==> src/rtl/udp_echo_responder.sv <==
// Store-and-forward UDP echo: one datagram buffered, then replayed to the sender with its measured byte count.
// Latency: RX last -> TX meta valid 1 cycle; RX is stalled (ready=0) while the stored datagram is echoed.
module udp_echo_responder #(
  parameter int WIDTH      = 64,
  parameter int FIFO_DEPTH = 32
) (
  input  logic                 net_clk,
  input  logic                 net_aresetn,
  input  logic                 s_axis_udp_rx_metadata_vld,
  output logic                 s_axis_udp_rx_metadata_rdy,
  input  logic [175:0]         s_axis_udp_rx_metadata_dat,
  input  logic                 s_axis_udp_rx_data_vld,
  output logic                 s_axis_udp_rx_data_rdy,
  input  logic [WIDTH-1:0]     s_axis_udp_rx_data_dat,
  input  logic [WIDTH/8-1:0]   s_axis_udp_rx_data_keep,
  input  logic                 s_axis_udp_rx_data_last,
  output logic                 m_axis_udp_tx_metadata_vld,
  input  logic                 m_axis_udp_tx_metadata_rdy,
  output logic [175:0]         m_axis_udp_tx_metadata_dat,
  output logic                 m_axis_udp_tx_data_vld,
  input  logic                 m_axis_udp_tx_data_rdy,
  output logic [WIDTH-1:0]     m_axis_udp_tx_data_dat,
  output logic [WIDTH/8-1:0]   m_axis_udp_tx_data_keep,
  output logic                 m_axis_udp_tx_data_last,
  output logic [31:0]          echo_cnt,
  output logic [31:0]          drop_cnt
);

  localparam int KW  = WIDTH / 8;
  localparam int AW  = $clog2(FIFO_DEPTH);
  localparam int AW1 = AW + 1;
  localparam int BSH = $clog2(KW);
  localparam logic [AW:0] FULL    = AW1'(FIFO_DEPTH);
  localparam logic [16:0] DEPTH_W = 17'(FIFO_DEPTH);
  localparam logic [16:0] ROUND   = 17'(KW - 1);

  typedef struct packed {
    logic [15:0]  len;
    logic [15:0]  lport;
    logic [15:0]  rport;
    logic [127:0] ip;
  } meta_t;

  typedef enum logic [2:0] {IDLE, STORE, DROP, META, DATA} state_t;

  state_t          state, state_nxt;
  logic            live;
  meta_t           rx_meta;
  meta_t           tx_meta;
  logic [127:0]    ip_q;
  logic [15:0]     rport_q, lport_q;
  logic [AW:0]     wr_ptr, rd_ptr;
  logic [15:0]     byte_cnt, bytes_nxt;
  logic [16:0]     byte_sum, need;
  logic            full, store_wr, tx_data_hs, echo_inc, drop_inc;

  logic [WIDTH-1:0] dat_mem  [FIFO_DEPTH];
  logic [KW-1:0]    keep_mem [FIFO_DEPTH];

  function automatic logic [15:0] popcnt(input logic [KW-1:0] k);
    logic [15:0] n;
    n = '0;
    for (int i = 0; i < KW; i++) n = n + 16'(k[i]);
    return n;
  endfunction

  assign rx_meta   = s_axis_udp_rx_metadata_dat;
  assign need      = ({1'b0, rx_meta.len} + ROUND) >> BSH;
  assign full      = (wr_ptr == FULL);
  // Byte total saturates rather than wrapping so a huge datagram never reads as empty.
  assign byte_sum  = {1'b0, byte_cnt} + {1'b0, popcnt(s_axis_udp_rx_data_keep)};
  assign bytes_nxt = byte_sum[16] ? 16'hFFFF : byte_sum[15:0];
  assign store_wr  = (state == STORE) && s_axis_udp_rx_data_vld && !full;
  assign tx_data_hs = m_axis_udp_tx_data_vld && m_axis_udp_tx_data_rdy;

  always_comb begin
    tx_meta       = '0;
    tx_meta.ip    = ip_q;
    tx_meta.rport = rport_q;
    tx_meta.lport = lport_q;
    tx_meta.len   = byte_cnt;
  end

  assign m_axis_udp_tx_metadata_dat = tx_meta;
  assign m_axis_udp_tx_data_dat     = dat_mem[rd_ptr[AW-1:0]];
  assign m_axis_udp_tx_data_keep    = keep_mem[rd_ptr[AW-1:0]];
  assign m_axis_udp_tx_data_last    = (state == DATA) && (rd_ptr == wr_ptr - AW1'(1));

  always_ff @(posedge net_clk or negedge net_aresetn) begin
    if (!net_aresetn) state <= IDLE;
    else              state <= state_nxt;
  end

  always_comb begin
    state_nxt                  = state;
    s_axis_udp_rx_metadata_rdy = 1'b0;
    s_axis_udp_rx_data_rdy     = 1'b0;
    m_axis_udp_tx_metadata_vld = 1'b0;
    m_axis_udp_tx_data_vld     = 1'b0;
    echo_inc                   = 1'b0;
    drop_inc                   = 1'b0;
    unique case (state)
      IDLE: begin
        s_axis_udp_rx_metadata_rdy = live;
        if (live && s_axis_udp_rx_metadata_vld)
          state_nxt = (need > DEPTH_W) ? DROP : STORE;
      end
      STORE: begin
        s_axis_udp_rx_data_rdy = 1'b1;
        if (s_axis_udp_rx_data_vld) begin
          // A beat arriving with the buffer already full cannot be kept.
          if (full) begin
            if (s_axis_udp_rx_data_last) begin
              drop_inc  = 1'b1;
              state_nxt = IDLE;
            end else begin
              state_nxt = DROP;
            end
          end else if (s_axis_udp_rx_data_last) begin
            if (bytes_nxt == 16'd0) begin
              drop_inc  = 1'b1;
              state_nxt = IDLE;
            end else begin
              state_nxt = META;
            end
          end
        end
      end
      DROP: begin
        s_axis_udp_rx_data_rdy = 1'b1;
        if (s_axis_udp_rx_data_vld && s_axis_udp_rx_data_last) begin
          drop_inc  = 1'b1;
          state_nxt = IDLE;
        end
      end
      META: begin
        m_axis_udp_tx_metadata_vld = 1'b1;
        if (m_axis_udp_tx_metadata_rdy) state_nxt = DATA;
      end
      DATA: begin
        m_axis_udp_tx_data_vld = 1'b1;
        if (m_axis_udp_tx_data_rdy && m_axis_udp_tx_data_last) begin
          echo_inc  = 1'b1;
          state_nxt = IDLE;
        end
      end
      default: state_nxt = IDLE;
    endcase
  end

  always_ff @(posedge net_clk or negedge net_aresetn) begin
    if (!net_aresetn) begin
      live     <= 1'b0;
      ip_q     <= '0;
      rport_q  <= '0;
      lport_q  <= '0;
      wr_ptr   <= '0;
      rd_ptr   <= '0;
      byte_cnt <= '0;
      echo_cnt <= '0;
      drop_cnt <= '0;
    end else begin
      live <= 1'b1;
      if (state == IDLE && live && s_axis_udp_rx_metadata_vld) begin
        ip_q     <= rx_meta.ip;
        rport_q  <= rx_meta.rport;
        lport_q  <= rx_meta.lport;
        wr_ptr   <= '0;
        rd_ptr   <= '0;
        byte_cnt <= '0;
      end
      if (store_wr) begin
        wr_ptr   <= wr_ptr + AW1'(1);
        byte_cnt <= bytes_nxt;
      end
      if (tx_data_hs) begin
        if (m_axis_udp_tx_data_last) begin
          wr_ptr <= '0;
          rd_ptr <= '0;
        end else begin
          rd_ptr <= rd_ptr + AW1'(1);
        end
      end
      if (echo_inc) echo_cnt <= echo_cnt + 32'd1;
      if (drop_inc) drop_cnt <= drop_cnt + 32'd1;
    end
  end

  // Payload storage carries no reset; only entries below wr_ptr are ever replayed.
  always_ff @(posedge net_clk) begin
    if (store_wr) begin
      dat_mem[wr_ptr[AW-1:0]]  <= s_axis_udp_rx_data_dat;
      keep_mem[wr_ptr[AW-1:0]] <= s_axis_udp_rx_data_keep;
    end
  end

endmodule
==> config.mk <==
export PLATFORM = sky130hd
export DESIGN_NAME = udp_echo_responder
export DESIGN_NICKNAME = d
export VERILOG_FILES = /design/src/rtl/udp_echo_responder.sv
export SDC_FILE = /design/constraint.sdc
export NUM_CORES = 2
export LEC_CHECK = 0
export ABC_AREA = 1
export CORE_AREA = 10 10 487 489
export CTS_CLUSTER_DIAMETER = 30
export DETAILED_ROUTE_END_ITERATION = 8
export DIE_AREA = 0 0 497 499
export PLACE_DENSITY = 0.65
export REMOVE_ABC_BUFFERS = 1
export SLEW_MARGIN = 20
export SYNTH_ARGS = -nofsm -noshare
export SYNTH_HDL_FRONTEND = slang
export SYNTH_SLANG_ARGS = --single-unit
==> constraint.sdc <==
create_clock -name net_clk -period 17.8 [get_ports net_clk]
set_input_delay 1.78 -clock net_clk [delete_from_list [all_inputs] [get_ports net_clk]]
set_output_delay 1.78 -clock net_clk [all_outputs]
set_load 0.02 [all_outputs]
==> out/qor.txt <==
Ys Warns - 0
Final instance area - 126500 sq um
Startpoint types - flop
Clock tree sinks - 2560
Vias in the first global route - 68950
Final min period - 8.919 ns
Final Max Slew Viols - 0
Reg2Reg Depth - 10
Hold slack - 0.4646 ns
I/O pin count - 572
DRC - 0
Flop2flop setup slack - 12.74 ns
Post-synth EDFFs - 2304
Top FF cell, synth - edfxtp_1
Rows - 175
RD Place Congestion - 0.9191
Synth Cell Area - 101800 sq um
Slew @ Worst Pin - 1.311 ns
Placed Area - 110300 sq um
Worst-path maximum fanout - 168
Yosys cell types - 46
Final setup skew - 0.1017 ns
Hold endpoint - rport_q[13]
Core ar. - 226800 sq um
Avg Cell Area, Syn - 12.43 sq um
Register area share after synthesis - 0.7429
Hold path startpoint - rport_q[13]
PortBufs - 571
First-pass GRT wire length - 477.1 mm
Largest net degree at the start of global routing - 235
Final Core Density - 0.5579
Avg WL per Cell - 27.03 um
Gr usage total - 0.2558
Remaining global-route overflow - 0
Hold crit path type - flop to flop
Post-synth ARST share - 0.1000
Power Density - 136.6 nW/um^2
Post-CTS setup buffers - 0
Commonest non-fill, non-tap cell in the layout - edfxtp_1
Total CTS buffers - 475
Hold Fails Final Rpt - 0
Die Span Y - 499 um
Final setup viols - 0
Reg2reg start - wr_ptr[0]
Root Buffer - clkbuf_16
Nets - 9071
DRT Pass-1 Iters - 6
Slew headroom - 0.1257
Leakage power - 0.04453 uW
RSZ-0062 raised after global routing - no
Fin crit share - 0.5011
WL final - 330.3 mm
Initial Util - 0.4486
CTS tree - built
H-Tree Depth - 5
Clock Latency Late Sink - 1.03 ns
Flops & latches, synth - 2560
Share of cells above drive strength 1 - 0.1066
Width of the die - 497 um
Area delta synth->final - 24.36%
Antenna violations before repair - 67
Maximum Capacitance Violations - 0
Die Area - 248000 sq um
Commonest cells after routing, fill and taps aside - edfxtp_1, nor2_1, o21ai_0
CP Data Required Time - 16.02 ns
Initial DRC count - 8666
Outcome - completed
Post-cts sizing count - 0
VDD IR max - 92.62 uV
Crit end category - output port
Crit path kind - flop to output port
Via density - 5.886
Max Freq - 112.1 MHz
Antenna Nets Post-Route - 0
R2r endpoint - dat_mem[21][40]
Bufs on Longest Clock Path - 4
Synth Instances - 8184
HPWL Detailed - 172.0 mm
Hold-critical path depth - 2
Cts-stage hold buffer count - 0
Clock transition at the registers of the reported paths - 0.04 ns
WP data arrival - 7.14 ns
Vias post-DR - 71940
## final cells by class
class | instances | area, sq um
diodes | 30 | 75.07
clock buffers | 525 | 12370
clock inverters | 337 | 3801
fillers | 18230 | 100300
inverters | 121 | 493.0
multi-input cells | 4954 | 23750
flip-flops and latches | 2560 | 75610
well taps | 3009 | 3765
repair buffers | 686 | 6676
## Yosys cell counts, types with 2 or more instances
cell type	count	share of area
edfxtp_1	2304	0.68
nor2_1	1462	0.054
o21ai_0	1341	0.066
nand2_1	997	0.037
o22ai_1	576	0.035
clkbuf_1	414	0.015
dfrtp_1	256	0.063
nand3_1	109	0.0054
inv_1	108	0.0040
buf_2	85	0.0042
o221ai_1	81	0.0070
a21oi_1	65	0.0032
o21ai_1	63	0.0031
xor2_1	60	0.0052
nor3_1	44	0.0022
buf_1	43	0.0016
o31ai_1	24	0.0018
nand4_1	18	0.0011
nor4_1	18	0.0011
xnor2_1	17	0.0015
a31oi_1	14	0.00086
ha_1	13	0.0016
inv_2	9	0.00033
o32ai_1	8	0.00069
fa_1	5	0.00098
nor2_2	5	0.00031
a32o_1	4	0.00039
buf_4	4	0.00030
nand2_2	4	0.00025
nand3_2	4	0.00039
nor3_2	4	0.00039
buf_6	3	0.00033
nor2_4	3	0.00033
o211ai_1	3	0.00022
or2_2	3	0.00018
clkinv_1	2	0.000074
o21bai_1	2	0.00015
## logic make-up (layout without fill, tap and decap cells)
logic type,after synthesis,count (layout),synth area share
and+or+nand+nor,2675,2675,0.1029
DFF,2560,2560,0.7429
AOI/OAI and AO/OA,2183,2183,0.1189
buffers and inverters,670,1669,0.02617
xor gates and xnor gates,77,77,0.006627
adders and majority gates,18,18,0.002582
other,1,31,0.00003685
## critical path: stages (launching register included)
cell and delay (ns):
dfrtp_4 0.80, inv_8 0.77, buf_4 0.88, buf_4 0.98, buf_4 0.89, o21ai_0 0.18, o22ai_1 0.17, o21ai_0 0.08
o21ai_0 0.20, a31oi_1 0.06, a31oi_1 0.26, clkdlybuf4s50_1 0.68
## registers in the layout, indices dropped and copies added, names as in the netlist
signal	count
byte_cnt	16
dat_mem	2048
drop_cnt	32
echo_cnt	32
ip_q	128
keep_mem	256
live	1
lport_q	16
rd_ptr	6
rport_q	16
state	3
wr_ptr	6
## metal layers
metal	vias to the layer above	wire, um	global-route usage
met5	-	135	0
li1	31310	-	-
met4	22	12520	0.09919
met1	35700	126700	0.3340
met3	760	32600	0.05417
met2	4149	158400	0.4206
## worst max-delay path by stage
stage / from / end
2_1_floorplan: rd_ptr[0] / m_axis_udp_tx_data_dat[52]
3_3_place_gp: s_axis_udp_rx_data_keep[3] / drop_cnt[17]
3_5_place_dp: s_axis_udp_rx_data_keep[1] / drop_cnt[16]
4_1_cts: rd_ptr[0] / m_axis_udp_tx_data_dat[26]
5_1_grt: rd_ptr[0] / m_axis_udp_tx_data_dat[26]
6_report: rd_ptr[0] / m_axis_udp_tx_data_dat[10]
## per-stage QoR
stage | worst slack, ns | std cells | setup TNS (ns) | power, uW
6_report | 8.881 | 12220 | 0 | 17290
2_1_floorplan | -61.90 | 7635 | -4511.05 | 7662
3_3_place_gp | 9.725 | 11330 | 0 | 8415
5_1_grt | 8.350 | 12210 | 0 | 17800
3_5_place_dp | 9.675 | 11330 | 0 | 8436
4_1_cts | 8.792 | 12190 | 0 | 17380
## report_power, final
part / total, uW / internal [uW] / switching [uW]
logic: 1430 / 544 / 888
registers: 6890 / 6760 / 129
clock network: 8970 / 5950 / 3010
total: 17300 / 13300 / 4030
(Power assumes the default switching activity.)
